`config.mk`:
```
export PLATFORM = sky130hd
export DESIGN_NAME = lane_to_fifo_bridge_flat
export DESIGN_NICKNAME = d
export VERILOG_FILES = /design/src/rtl/lane_to_fifo_bridge_if.sv /design/src/rtl/lane_to_fifo_bridge.sv /design/src/flat_wrapper.sv
export SDC_FILE = /design/constraint.sdc
export NUM_CORES = 1
export LEC_CHECK = 0
export CELL_PAD_IN_SITES_DETAIL_PLACEMENT = 0
export CELL_PAD_IN_SITES_GLOBAL_PLACEMENT = 1
export CORE_ASPECT_RATIO = 1.75
export CORE_MARGIN = 2
export CORE_UTILIZATION = 40
export DETAILED_ROUTE_END_ITERATION = 10
export PLACE_DENSITY_LB_ADDON = 0.1
export SYNTH_ARGS = -nofsm -noshare
export SYNTH_HDL_FRONTEND = slang
export SYNTH_SLANG_ARGS = --single-unit
```
`constraint.sdc`:
```
create_clock -name clk -period 4 [get_ports clk]
set_input_delay 0.8 -clock clk [delete_from_list [all_inputs] [get_ports clk]]
set_output_delay 0.8 -clock clk [all_outputs]
set_load 0.005 [all_outputs]
```
`src/rtl/lane_to_fifo_bridge_if.sv`:
```
// Lane-receiver byte stream and RX FIFO write port of the lane-to-FIFO bridge.
// The master side drives the lane and reports FIFO fullness; the bridge is the slave.
interface lane_to_fifo_bridge_if;
    // Handshake: the lane cannot be stalled, so rx_start/rx_valid/rx_end are single-cycle
    // qualifiers with no ready. A FIFO word transfers in every cycle with fifo_write=1;
    // fifo_write never asserts while fifo_full=1 (that word is dropped, not retried).
    logic        rx_start;
    logic        rx_mode_lp;
    logic        rx_valid;
    logic [7:0]  rx_data;
    logic        rx_end;
    logic        fifo_full;
    logic        fifo_write;
    logic [35:0] fifo_data;

    modport master (
        output rx_start, rx_mode_lp, rx_valid, rx_data, rx_end, fifo_full,
        input  fifo_write, fifo_data
    );

    modport slave (
        input  rx_start, rx_mode_lp, rx_valid, rx_data, rx_end, fifo_full,
        output fifo_write, fifo_data
    );
endinterface

```
`src/rtl/lane_to_fifo_bridge.sv`:
```
// Packs lane RX bytes into 36-bit RX FIFO words {mode_lp, last, cnt, data[31:0]},
// with an idle watchdog, drop-on-full and sticky error status.
module lane_to_fifo_bridge #(
    parameter int TO_W   = 16,
    parameter int DROP_W = 16
) (
    input  logic                 clk,
    input  logic                 rst_n,
    lane_to_fifo_bridge_if.slave bus,
    input  logic [TO_W-1:0]      rx_timeout,
    input  logic                 err_clr,
    output logic                 overflow_err,
    output logic                 timeout_err,
    output logic                 proto_err,
    output logic [DROP_W-1:0]    dropped_cnt,
    output logic                 dbg_state_o
);
    localparam logic [0:0] ST_IDLE   = 1'b0;
    localparam logic [0:0] ST_ACTIVE = 1'b1;

    logic [0:0]        state_q, state_d;
    logic              mode_q, mode_d;
    logic [31:0]       asm_q, asm_d;
    logic [1:0]        idx_q, idx_d;
    logic [31:0]       pend_q, pend_d;
    logic              pend_vld_q, pend_vld_d;
    logic [TO_W-1:0]   ctr_q, ctr_d;
    logic [35:0]       fin_q, fin_d;
    logic              fin_vld_q, fin_vld_d;
    logic [35:0]       out_q, out_d;
    logic              wr_q, wr_d;
    logic [35:0]       held_q, held_d;
    logic              ovf_q, ovf_d;
    logic              tmo_q, tmo_d;
    logic              proto_q, proto_d;
    logic [DROP_W-1:0] drop_q, drop_d;

    logic              active;
    logic              take_byte;
    logic              word_done;
    logic              flush;
    logic              fire;
    logic              restart;
    logic              closing;
    logic [31:0]       asm_b;
    logic [1:0]        idx_b;
    logic              fin_have;
    logic [35:0]       fin_word;
    logic [35:0]       flush_word;
    logic [35:0]       w0;
    logic [35:0]       w1;
    logic [1:0]        new_cnt;
    logic              write_now;
    logic              drop_now;
    logic [DROP_W-1:0] drop_base;

    // Event decode for the current cycle; a byte arriving with a close is packed first.
    always_comb begin
        active    = (state_q == ST_ACTIVE);
        take_byte = active & bus.rx_valid;
        fire      = active & ~bus.rx_valid & (rx_timeout != '0) & (ctr_q <= TO_W'(1));
        restart   = active & bus.rx_start;
        closing   = active & (bus.rx_end | fire | bus.rx_start);

        asm_b = asm_q;
        if (take_byte) begin
            asm_b[{idx_q, 3'b000} +: 8] = bus.rx_data;
        end
        idx_b      = take_byte ? idx_q + 2'd1 : idx_q;
        word_done  = take_byte & (idx_q == 2'd3);
        flush      = take_byte & pend_vld_q;
        flush_word = {mode_q, 1'b0, 2'd3, pend_q};

        fin_have = 1'b0;
        fin_word = '0;
        if (closing) begin
            if (idx_b != 2'd0) begin
                fin_have = 1'b1;
                fin_word = {mode_q, 1'b1, idx_b - 2'd1, asm_b};
            end else if (word_done) begin
                fin_have = 1'b1;
                fin_word = {mode_q, 1'b1, 2'd3, asm_b};
            end else if (pend_vld_q) begin
                fin_have = 1'b1;
                fin_word = {mode_q, 1'b1, 2'd3, pend_q};
            end
        end

        w0      = flush ? flush_word : fin_word;
        w1      = fin_word;
        new_cnt = {1'b0, flush} + {1'b0, fin_have};
    end

    // One write per cycle: a deferred word always goes out before anything new.
    always_comb begin
        wr_d      = 1'b0;
        out_d     = out_q;
        fin_d     = fin_q;
        fin_vld_d = 1'b0;
        if (fin_vld_q) begin
            wr_d  = 1'b1;
            out_d = fin_q;
            if (new_cnt != 2'd0) begin
                fin_d     = w0;
                fin_vld_d = 1'b1;
            end
        end else if (new_cnt != 2'd0) begin
            wr_d  = 1'b1;
            out_d = w0;
            if (new_cnt == 2'd2) begin
                fin_d     = w1;
                fin_vld_d = 1'b1;
            end
        end
    end

    always_comb begin
        state_d    = state_q;
        mode_d     = mode_q;
        asm_d      = asm_q;
        idx_d      = idx_q;
        pend_d     = pend_q;
        pend_vld_d = pend_vld_q;
        ctr_d      = ctr_q;
        if (!active) begin
            if (bus.rx_start) begin
                state_d    = ST_ACTIVE;
                mode_d     = bus.rx_mode_lp;
                asm_d      = '0;
                idx_d      = 2'd0;
                pend_vld_d = 1'b0;
                ctr_d      = rx_timeout;
            end
        end else if (closing) begin
            asm_d      = '0;
            idx_d      = 2'd0;
            pend_vld_d = 1'b0;
            ctr_d      = rx_timeout;
            if (restart) begin
                mode_d = bus.rx_mode_lp;
            end else begin
                state_d = ST_IDLE;
            end
        end else begin
            asm_d = word_done ? '0 : asm_b;
            idx_d = idx_b;
            if (word_done) begin
                pend_d     = asm_b;
                pend_vld_d = 1'b1;
            end else if (flush) begin
                pend_vld_d = 1'b0;
            end
            if (take_byte) begin
                ctr_d = rx_timeout;
            end else if (ctr_q != '0) begin
                ctr_d = ctr_q - TO_W'(1);
            end
        end
    end

    // A full FIFO swallows the word; a simultaneous error event beats err_clr.
    always_comb begin
        write_now = wr_q & ~bus.fifo_full;
        drop_now  = wr_q & bus.fifo_full;
        held_d    = write_now ? out_q : held_q;
        ovf_d     = (ovf_q & ~err_clr) | drop_now;
        tmo_d     = (tmo_q & ~err_clr) | fire;
        proto_d   = (proto_q & ~err_clr) | restart;
        drop_base = err_clr ? '0 : drop_q;
        drop_d    = (drop_now && (drop_base != '1)) ? drop_base + DROP_W'(1) : drop_base;
    end

    always_ff @(posedge clk or negedge rst_n) begin
        if (!rst_n) begin
            state_q    <= ST_IDLE;
            mode_q     <= 1'b0;
            asm_q      <= '0;
            idx_q      <= 2'd0;
            pend_q     <= '0;
            pend_vld_q <= 1'b0;
            ctr_q      <= '0;
            fin_q      <= '0;
            fin_vld_q  <= 1'b0;
            out_q      <= '0;
            wr_q       <= 1'b0;
            held_q     <= '0;
            ovf_q      <= 1'b0;
            tmo_q      <= 1'b0;
            proto_q    <= 1'b0;
            drop_q     <= '0;
        end else begin
            state_q    <= state_d;
            mode_q     <= mode_d;
            asm_q      <= asm_d;
            idx_q      <= idx_d;
            pend_q     <= pend_d;
            pend_vld_q <= pend_vld_d;
            ctr_q      <= ctr_d;
            fin_q      <= fin_d;
            fin_vld_q  <= fin_vld_d;
            out_q      <= out_d;
            wr_q       <= wr_d;
            held_q     <= held_d;
            ovf_q      <= ovf_d;
            tmo_q      <= tmo_d;
            proto_q    <= proto_d;
            drop_q     <= drop_d;
        end
    end

    assign bus.fifo_write = write_now;
    assign bus.fifo_data  = write_now ? out_q : held_q;
    assign overflow_err   = ovf_q;
    assign timeout_err    = tmo_q;
    assign proto_err      = proto_q;
    assign dropped_cnt    = drop_q;
    assign dbg_state_o    = state_q[0];
endmodule
```
`src/flat_wrapper.sv`:
```
// flat-port wrapper written by rule: the top's interface ports become plain ports
module lane_to_fifo_bridge_flat 
#(
    parameter int TO_W   = 16,
    parameter int DROP_W = 16
)
  (clk, rst_n, rx_timeout, err_clr, overflow_err, timeout_err, proto_err, dropped_cnt, dbg_state_o, bus_rx_start, bus_rx_mode_lp, bus_rx_valid, bus_rx_data, bus_rx_end, bus_fifo_full, bus_fifo_write, bus_fifo_data);
  lane_to_fifo_bridge_if bus_i ();
  input  logic clk;
  input  logic rst_n;
  input  logic [TO_W-1:0] rx_timeout;
  input  logic err_clr;
  output logic overflow_err;
  output logic timeout_err;
  output logic proto_err;
  output logic [DROP_W-1:0] dropped_cnt;
  output logic dbg_state_o;
  input wire logic [$bits(bus_i.rx_start)-1:0] bus_rx_start;
  input wire logic [$bits(bus_i.rx_mode_lp)-1:0] bus_rx_mode_lp;
  input wire logic [$bits(bus_i.rx_valid)-1:0] bus_rx_valid;
  input wire logic [$bits(bus_i.rx_data)-1:0] bus_rx_data;
  input wire logic [$bits(bus_i.rx_end)-1:0] bus_rx_end;
  input wire logic [$bits(bus_i.fifo_full)-1:0] bus_fifo_full;
  output wire logic [$bits(bus_i.fifo_write)-1:0] bus_fifo_write;
  output wire logic [$bits(bus_i.fifo_data)-1:0] bus_fifo_data;
  assign bus_i.rx_start = bus_rx_start;
  assign bus_i.rx_mode_lp = bus_rx_mode_lp;
  assign bus_i.rx_valid = bus_rx_valid;
  assign bus_i.rx_data = bus_rx_data;
  assign bus_i.rx_end = bus_rx_end;
  assign bus_i.fifo_full = bus_fifo_full;
  assign bus_fifo_write = bus_i.fifo_write;
  assign bus_fifo_data = bus_i.fifo_data;
  lane_to_fifo_bridge #(.TO_W(TO_W), .DROP_W(DROP_W)) u_core (.clk(clk), .rst_n(rst_n), .bus(bus_i), .rx_timeout(rx_timeout), .err_clr(err_clr), .overflow_err(overflow_err), .timeout_err(timeout_err), .proto_err(proto_err), .dropped_cnt(dropped_cnt), .dbg_state_o(dbg_state_o));
endmodule
```
==> flow_summary.ini, run 1 <==
[sta]
clock.fmax_mhz = 295
worstMarginPinSlew_ps = 858
fin_crit_sh_pct = 84.8
post-route-min-period_ps = 3390
hold-worst-slack_ps = 299
finalSetupViolations = 0
drv_slew = 0
skew_ps = 11.6
rsz0062_at_grt = false
maxSlewHeadroom_pct = 42.8
setup_tns_ps = 0
final_hold_viol_count = 0

[run_status]
run_status = finished, final reports clean

[layout]
antenna_cells = 0
final_common_cell = dfrtp_1
seq_area_um2 = 5360
final_cell_mix = dfrtp_1 (213), nor2_1 (153), nand2_1 (128), o21ai_0 (98), clkdlybuf4s50_1 (87)
postLayoutCellArea_um2 = 12500
area_growth_pct = 20.9
fill_cells = 2400
layout-drive-gt1-share_pct = 11.4
multi_input_area_um2 = 4630
layout.nets = 1216

[min_path]
worstHoldPathType = in2async

[floorplanning]
die_y_um = 217
start_util_pct = 40.9
core_area_um2 = 25300
die_w_um = 126
rows = 77
die-area_um2 = 27200
io_pins = 89

[critical_path]
cp.required_ps = 3200
end_kind = output port
cp_cell_sequence = clkdlybuf4s50_1 -> nor2b_4 -> buf_12 -> mux2_2 -> clkdlybuf4s50_1
worstSetupPathType = in2out
startpoint_type = primary input
slowest_delay_ps = 520
startpoint = bus_fifo_full
ff2ff_setup_slack_ps = 610
reg2regPathDepth = 11
r2r-start = u_core.ctr_q[11]$_DFFE_PN0P_
cp_data_arrival_time_ps = 2590
slowest_stage = clkdlybuf4s50_1
crit_end = bus_fifo_data[19]
crit_top_cell = clkdlybuf4s50_1
r2r-end = u_core.fin_q[19]$_DFFE_PN0P_
critPathMaxFanout = 37

[power_and_ir_drop]
p_int_mw = 4.27
pwr-share-clk_pct = 38.8
switching_power_mw = 1.54
swShare_pct = 26.5
pwr_density_cell_nw_per_um2 = 464
p_leak_nw = 5.32
power.share.combinational_pct = 15.7
seqPwrFrac_pct = 45.5
vdd_drop_max_uv = 296

[cts]
ctsHtreeMaxLevel = 1
cts_resized = 0
holdBufCountCts = 0
worstSkewPairLatency_ps = 520
root_buffer = clkbuf_16
post_cts_buffers = 0
cts_tree = built
clock_sinks = 214
cts_made_buffers = 22
clk_pin_slew_ps = 60
clockBufferDepth = 3

[grt]
grt_start_max_net_pins = 105
first_global_vias = 8648
grt_overflow = 0
grt_pass1_wl_um = 48400
antenna_found_initial = 0
grt_usage_pct = 22.1

[synthesis]
synth.distinct_cells = 66
syn_area_um2 = 10400
synthArstFlopShare_pct = 100
syn_nets = 1138
syn_inst = 1096
yosysSeqAreaShare_pct = 51.7
synth_area_per_cell_um2 = 9.44
ys_ff_latch = 214
yosysWarningCount = 0
synth_edf_count = 0
ys.flop_type = dfrtp_1

[routing]
wire_per_inst_um = 19.6
met1Wirelength_um = 12100
ant_nets = 0
via_per_inst = 5.57
drt-initial-drc-count = 513
drt_wl_total_um = 29500
drc = 0
wl_met2_um = 15600
vias = 8383
met3WireLength_um = 968
drt-pass1-iter-count = 4
highest_layer = met4

[placed_design]
portBuffers = 88
hpwl_um = 20600
gp_congestion = 0.833
postPlaceCellArea_um2 = 11700

[flow_run]
max-cap-violations = 0
## state kept, by name (all words and copies together) (netlist names)
register / count
u_core.held_q: 36
u_core.dbg_state_o: 1
u_core.mode_q: 1
u_core.wr_q: 1
u_core.asm_q: 32
u_core.out_q: 36
u_core.dropped_cnt: 16
u_core.overflow_err: 1
u_core.idx_q: 2
u_core.fin_vld_q: 1
u_core.ctr_q: 16
u_core.pend_vld_q: 1
u_core.timeout_err: 1
u_core.proto_err: 1
u_core.pend_q: 32
u_core.fin_q: 36
## worst min-delay path by stage
stage	start	to	slack, ps
after floorplan	u_core.fin_q[35]$_DFFE_PN0P_	u_core.fin_q[35]$_DFFE_PN0P_	450
after global placement	u_core.asm_q[17]$_DFFE_PN0P_	u_core.asm_q[17]$_DFFE_PN0P_	460
after detailed placement	u_core.fin_q[35]$_DFFE_PN0P_	u_core.fin_q[35]$_DFFE_PN0P_	470
after CTS	rst_n	u_core.dropped_cnt[2]$_DFF_PN0_	350
after global routing	rst_n	u_core.dropped_cnt[2]$_DFF_PN0_	370
final	rst_n	u_core.dropped_cnt[2]$_DFF_PN0_	300
## area by class of cell
class / instances / area share (%)
inverters: 22 / 0.660
clock buffers: 32 / 5.11
multi-input cells: 784 / 36.9
well taps: 316 / 3.16
clock inverters: 8 / 1.15
flip-flops and latches: 214 / 42.8
repair buffers: 130 / 10.2
## through the flow
step                      util [%]  setup WS [ps]  cells  power (mW)
after floorplan                  -            306   1096        3.15
after global placement        46.3            263   1466        3.58
after global routing          49.4            418   1506        6.10
after CTS                     49.4            578   1506        5.89
after detailed placement      46.3            272   1466        3.61
final                         49.4            607   1506        5.81
## power groups by stage
stage / clock network, mW / registers (mW) / logic [mW]
6_report: 2.26 / 2.65 / 0.910
5_1_grt: 2.40 / 2.68 / 1.02
4_1_cts: 2.31 / 2.65 / 0.927
3_5_place_dp: 0 / 2.69 / 0.921
3_3_place_gp: 0 / 2.67 / 0.908
2_1_floorplan: 0 / 2.63 / 0.519
## cells by family after synthesis
| group | share of synthesized area, % |
|---|---|
| AOI/OAI and AO/OA | 19.6 |
| xor gates and xnor gates | 1.35 |
| adders and majority gates | 1.21 |
| buffers and inverters | 3.88 |
| DFF | 51.7 |
| muxes | 4.33 |
| and+or+nand+nor | 17.9 |
## cell usage after synthesis, types with 2 or more instances
library cell | count | area share, %
a21o_1 | 2 | 0.15
a21oi_1 | 78 | 3.8
a221o_1 | 14 | 1.4
a221oi_1 | 30 | 2.5
a222oi_1 | 8 | 0.77
a22o_1 | 11 | 0.93
a22oi_1 | 16 | 1.2
a31o_2 | 2 | 0.17
a31oi_1 | 2 | 0.12
a32oi_1 | 10 | 0.85
and2_1 | 14 | 0.85
and3_1 | 3 | 0.18
and4_1 | 4 | 0.34
buf_1 | 9 | 0.33
buf_2 | 6 | 0.29
buf_4 | 5 | 0.36
clkbuf_1 | 55 | 2.0
dfrtp_1 | 214 | 52
ha_1 | 10 | 1.2
inv_1 | 21 | 0.76
mux2_2 | 38 | 4.1
mux2i_1 | 2 | 0.19
nand2_1 | 128 | 4.6
nand2b_1 | 13 | 0.79
nand3_1 | 39 | 1.9
nand4_1 | 4 | 0.24
nor2_1 | 153 | 5.5
nor2b_1 | 12 | 0.73
nor3_1 | 12 | 0.58
nor3b_1 | 3 | 0.22
nor4_1 | 8 | 0.48
o211ai_1 | 3 | 0.22
o21ai_0 | 99 | 4.8
o21ai_1 | 3 | 0.15
o221ai_1 | 14 | 1.2
o311a_1 | 2 | 0.19
or2_2 | 3 | 0.18
or3_1 | 3 | 0.18
xnor2_1 | 16 | 1.4
## worst max-delay path: cells and delay by family
| family | cells | cell delay (ps) |
|---|---|---|
| buffers and inverters | 3 | 1200 |
| muxes | 1 | 390 |
| and+or+nand+nor | 1 | 170 |
## layer usage
| metal | GRT usage (%) | vias up |
|---|---|---|
| met4 | 7.78 | 0 |
| met1 | 26.8 | 4062 |
| met5 | 0 | - |
| met3 | 2.16 | 52 |
| met2 | 40.5 | 186 |
| li1 | - | 4083 |
Power figures use the tool's default switching activity.
==> inputs of run 2 (changes only) <==
==> constraint.sdc (replaced) <==
create_clock -name clk -period 2.8 [get_ports clk]
set_input_delay 0.56 -clock clk [delete_from_list [all_inputs] [get_ports clk]]
set_output_delay 0.56 -clock clk [all_outputs]
set_load 0.005 [all_outputs]
==> flow_summary.ini, run 2 (same netlist as run 1, synthesis figures left out) <==
[power_and_ir_drop]
p_leak_nw = 6.27
switching_power_mw = 2.39
pwr_density_cell_nw_per_um2 = 613
power_mw = 8.86
p_int_mw = 6.47
vdd_drop_max_uv = 723
seqPwrFrac_pct = 42.9
pwr-share-clk_pct = 36.9
swShare_pct = 26.9
power.share.combinational_pct = 20.1

[run_status]
run_status = complete, but fails checks
violations = setup timing

[routing]
drc = 0
via_per_inst = 5.53
ant_nets = 0
vias = 9023
drt_wl_total_um = 31800
drt-pass1-iter-count = 5
wire_per_inst_um = 19.5
drt-initial-drc-count = 446

[grt]
grt_start_max_net_pins = 77
grt_pass1_wl_um = 49900
grt_usage_pct = 22.9
antenna_found_initial = 0
grt_overflow = 0
first_global_vias = 9069

[cts]
worstSkewPairLatency_ps = 520
clock_sinks = 214
cts_made_buffers = 22
clockBufferDepth = 3
cts_tree = built
holdBufCountCts = 0
clk_pin_slew_ps = 60
ctsHtreeMaxLevel = 1
root_buffer = clkbuf_16

[layout]
final_cell_mix = dfrtp_1 (213), nand2_1 (125), nor2_1 (123), buf_4 (122), o21ai_0 (89)
postLayoutCellArea_um2 = 14500
area_growth_pct = 39.7
fill_cells = 2220
layout.nets = 1342
antenna_cells = 0
final_common_cell = dfrtp_1
fin_cells = 1632
reg_top3 = u_core.fin_q x36, u_core.held_q x36, u_core.out_q x36
layout-drive-gt1-share_pct = 28.9
fin_util_pct = 57.1

[min_path]
worstHoldPathType = in2async

[critical_path]
r2r-start = u_core.ctr_q[10]$_DFFE_PN0P_
cp_data_arrival_time_ps = 3530
end_kind = flip-flop
critPathMaxFanout = 14
startpoint_type = flip-flop
ff2ff_setup_slack_ps = -350
cp.required_ps = 3180
startpoint = u_core.ctr_q[10]$_DFFE_PN0P_
worstSetupPathType = reg2reg

[placed_design]
dp_cells = 1561
portBuffers = 88
gp_congestion = 0.835
dp_slack_ps = -701
postPlaceCellArea_um2 = 12600
hpwl_um = 21000

[sta]
final_hold_viol_count = 0
clock.fmax_mhz = 318
rsz0062_at_grt = true
maxSlewHeadroom_pct = 50.0
worstMarginPinSlew_ps = 750
drv_slew = 0
skew_ps = 24.1
fin_crit_sh_pct = 112
post-route-min-period_ps = 3150
hold-worst-slack_ps = 26.4
setup_tns_ps = -20020
layout_setup_ws_ps = -347
finalSetupViolations = 74

[floorplanning]
core_area_um2 = 25300
die_y_um = 217
die-area_um2 = 27200
die_w_um = 126
rows = 77
io_pins = 89
start_util_pct = 40.9

[flow_run]
max-cap-violations = 0
[run 2: worst max-delay path, cell delays in order, from the launching register on]
cell	delay, ps
dfrtp_1	380
or4_4	540
or4b_4	540
nor4_4	220
o311a_4	290
inv_4	40
ha_4	270
mux2i_4	310
inv_4	100
clkbuf_16	200
nor2_1	90
nor2_1	40
[run 2: worst paths after layout]
kind,cells after the start,end
setup reg to reg,11,u_core.fin_q[22]$_DFFE_PN0P_
hold reg to reg,2,u_core.asm_q[23]$_DFFE_PN0P_
setup / recovery,11,u_core.fin_q[22]$_DFFE_PN0P_
max in group asynchronous,2,u_core.asm_q[9]$_DFFE_PN0P_
min in group clk,2,u_core.asm_q[23]$_DFFE_PN0P_
hold / removal,1,u_core.held_q[32]$_DFF_PN0_
[run 2: repair_timing]
item | 4_1_cts | 5_1_grt
resized for setup | 109 | 79
pin swaps | 27 | 30
gates cloned | 7 | 2
setup buffers | 13 | 13
endpoints found under the setup margin | 100 | 84
[run 2: final cells by class]
class                      count  area [µm²]  share of cell area (%)
clock buffer                  34         677                    4.68
sequential                   214        5360                    37.0
inverter                      22        87.6                   0.606
clock inverter                 6         134                   0.926
multi-input combinational    785        5270                    36.5
timing repair buffer         255        2540                    17.5
tap                          316         395                    2.73
[run 2: power groups by stage]
stage               clock network (mW)  logic [mW]  registers (mW)
finish                            3.27        1.79            3.80
global route                      3.47        1.95            3.86
CTS                               3.35        1.67            3.77
detailed placement                   0        1.49            3.82
global placement                     0        1.48            3.81
floorplan                            0       0.829            3.76
[run 2: layer usage]
metal | global-route usage (%) | share of wire (%) | vias up
met5 | 0 | 0 | -
met2 | 41.3 | 52 | 203
met1 | 28.1 | 41 | 4447
met3 | 2.34 | 3.6 | 51
met4 | 8.81 | 3.5 | 0
li1 | - | - | 4322
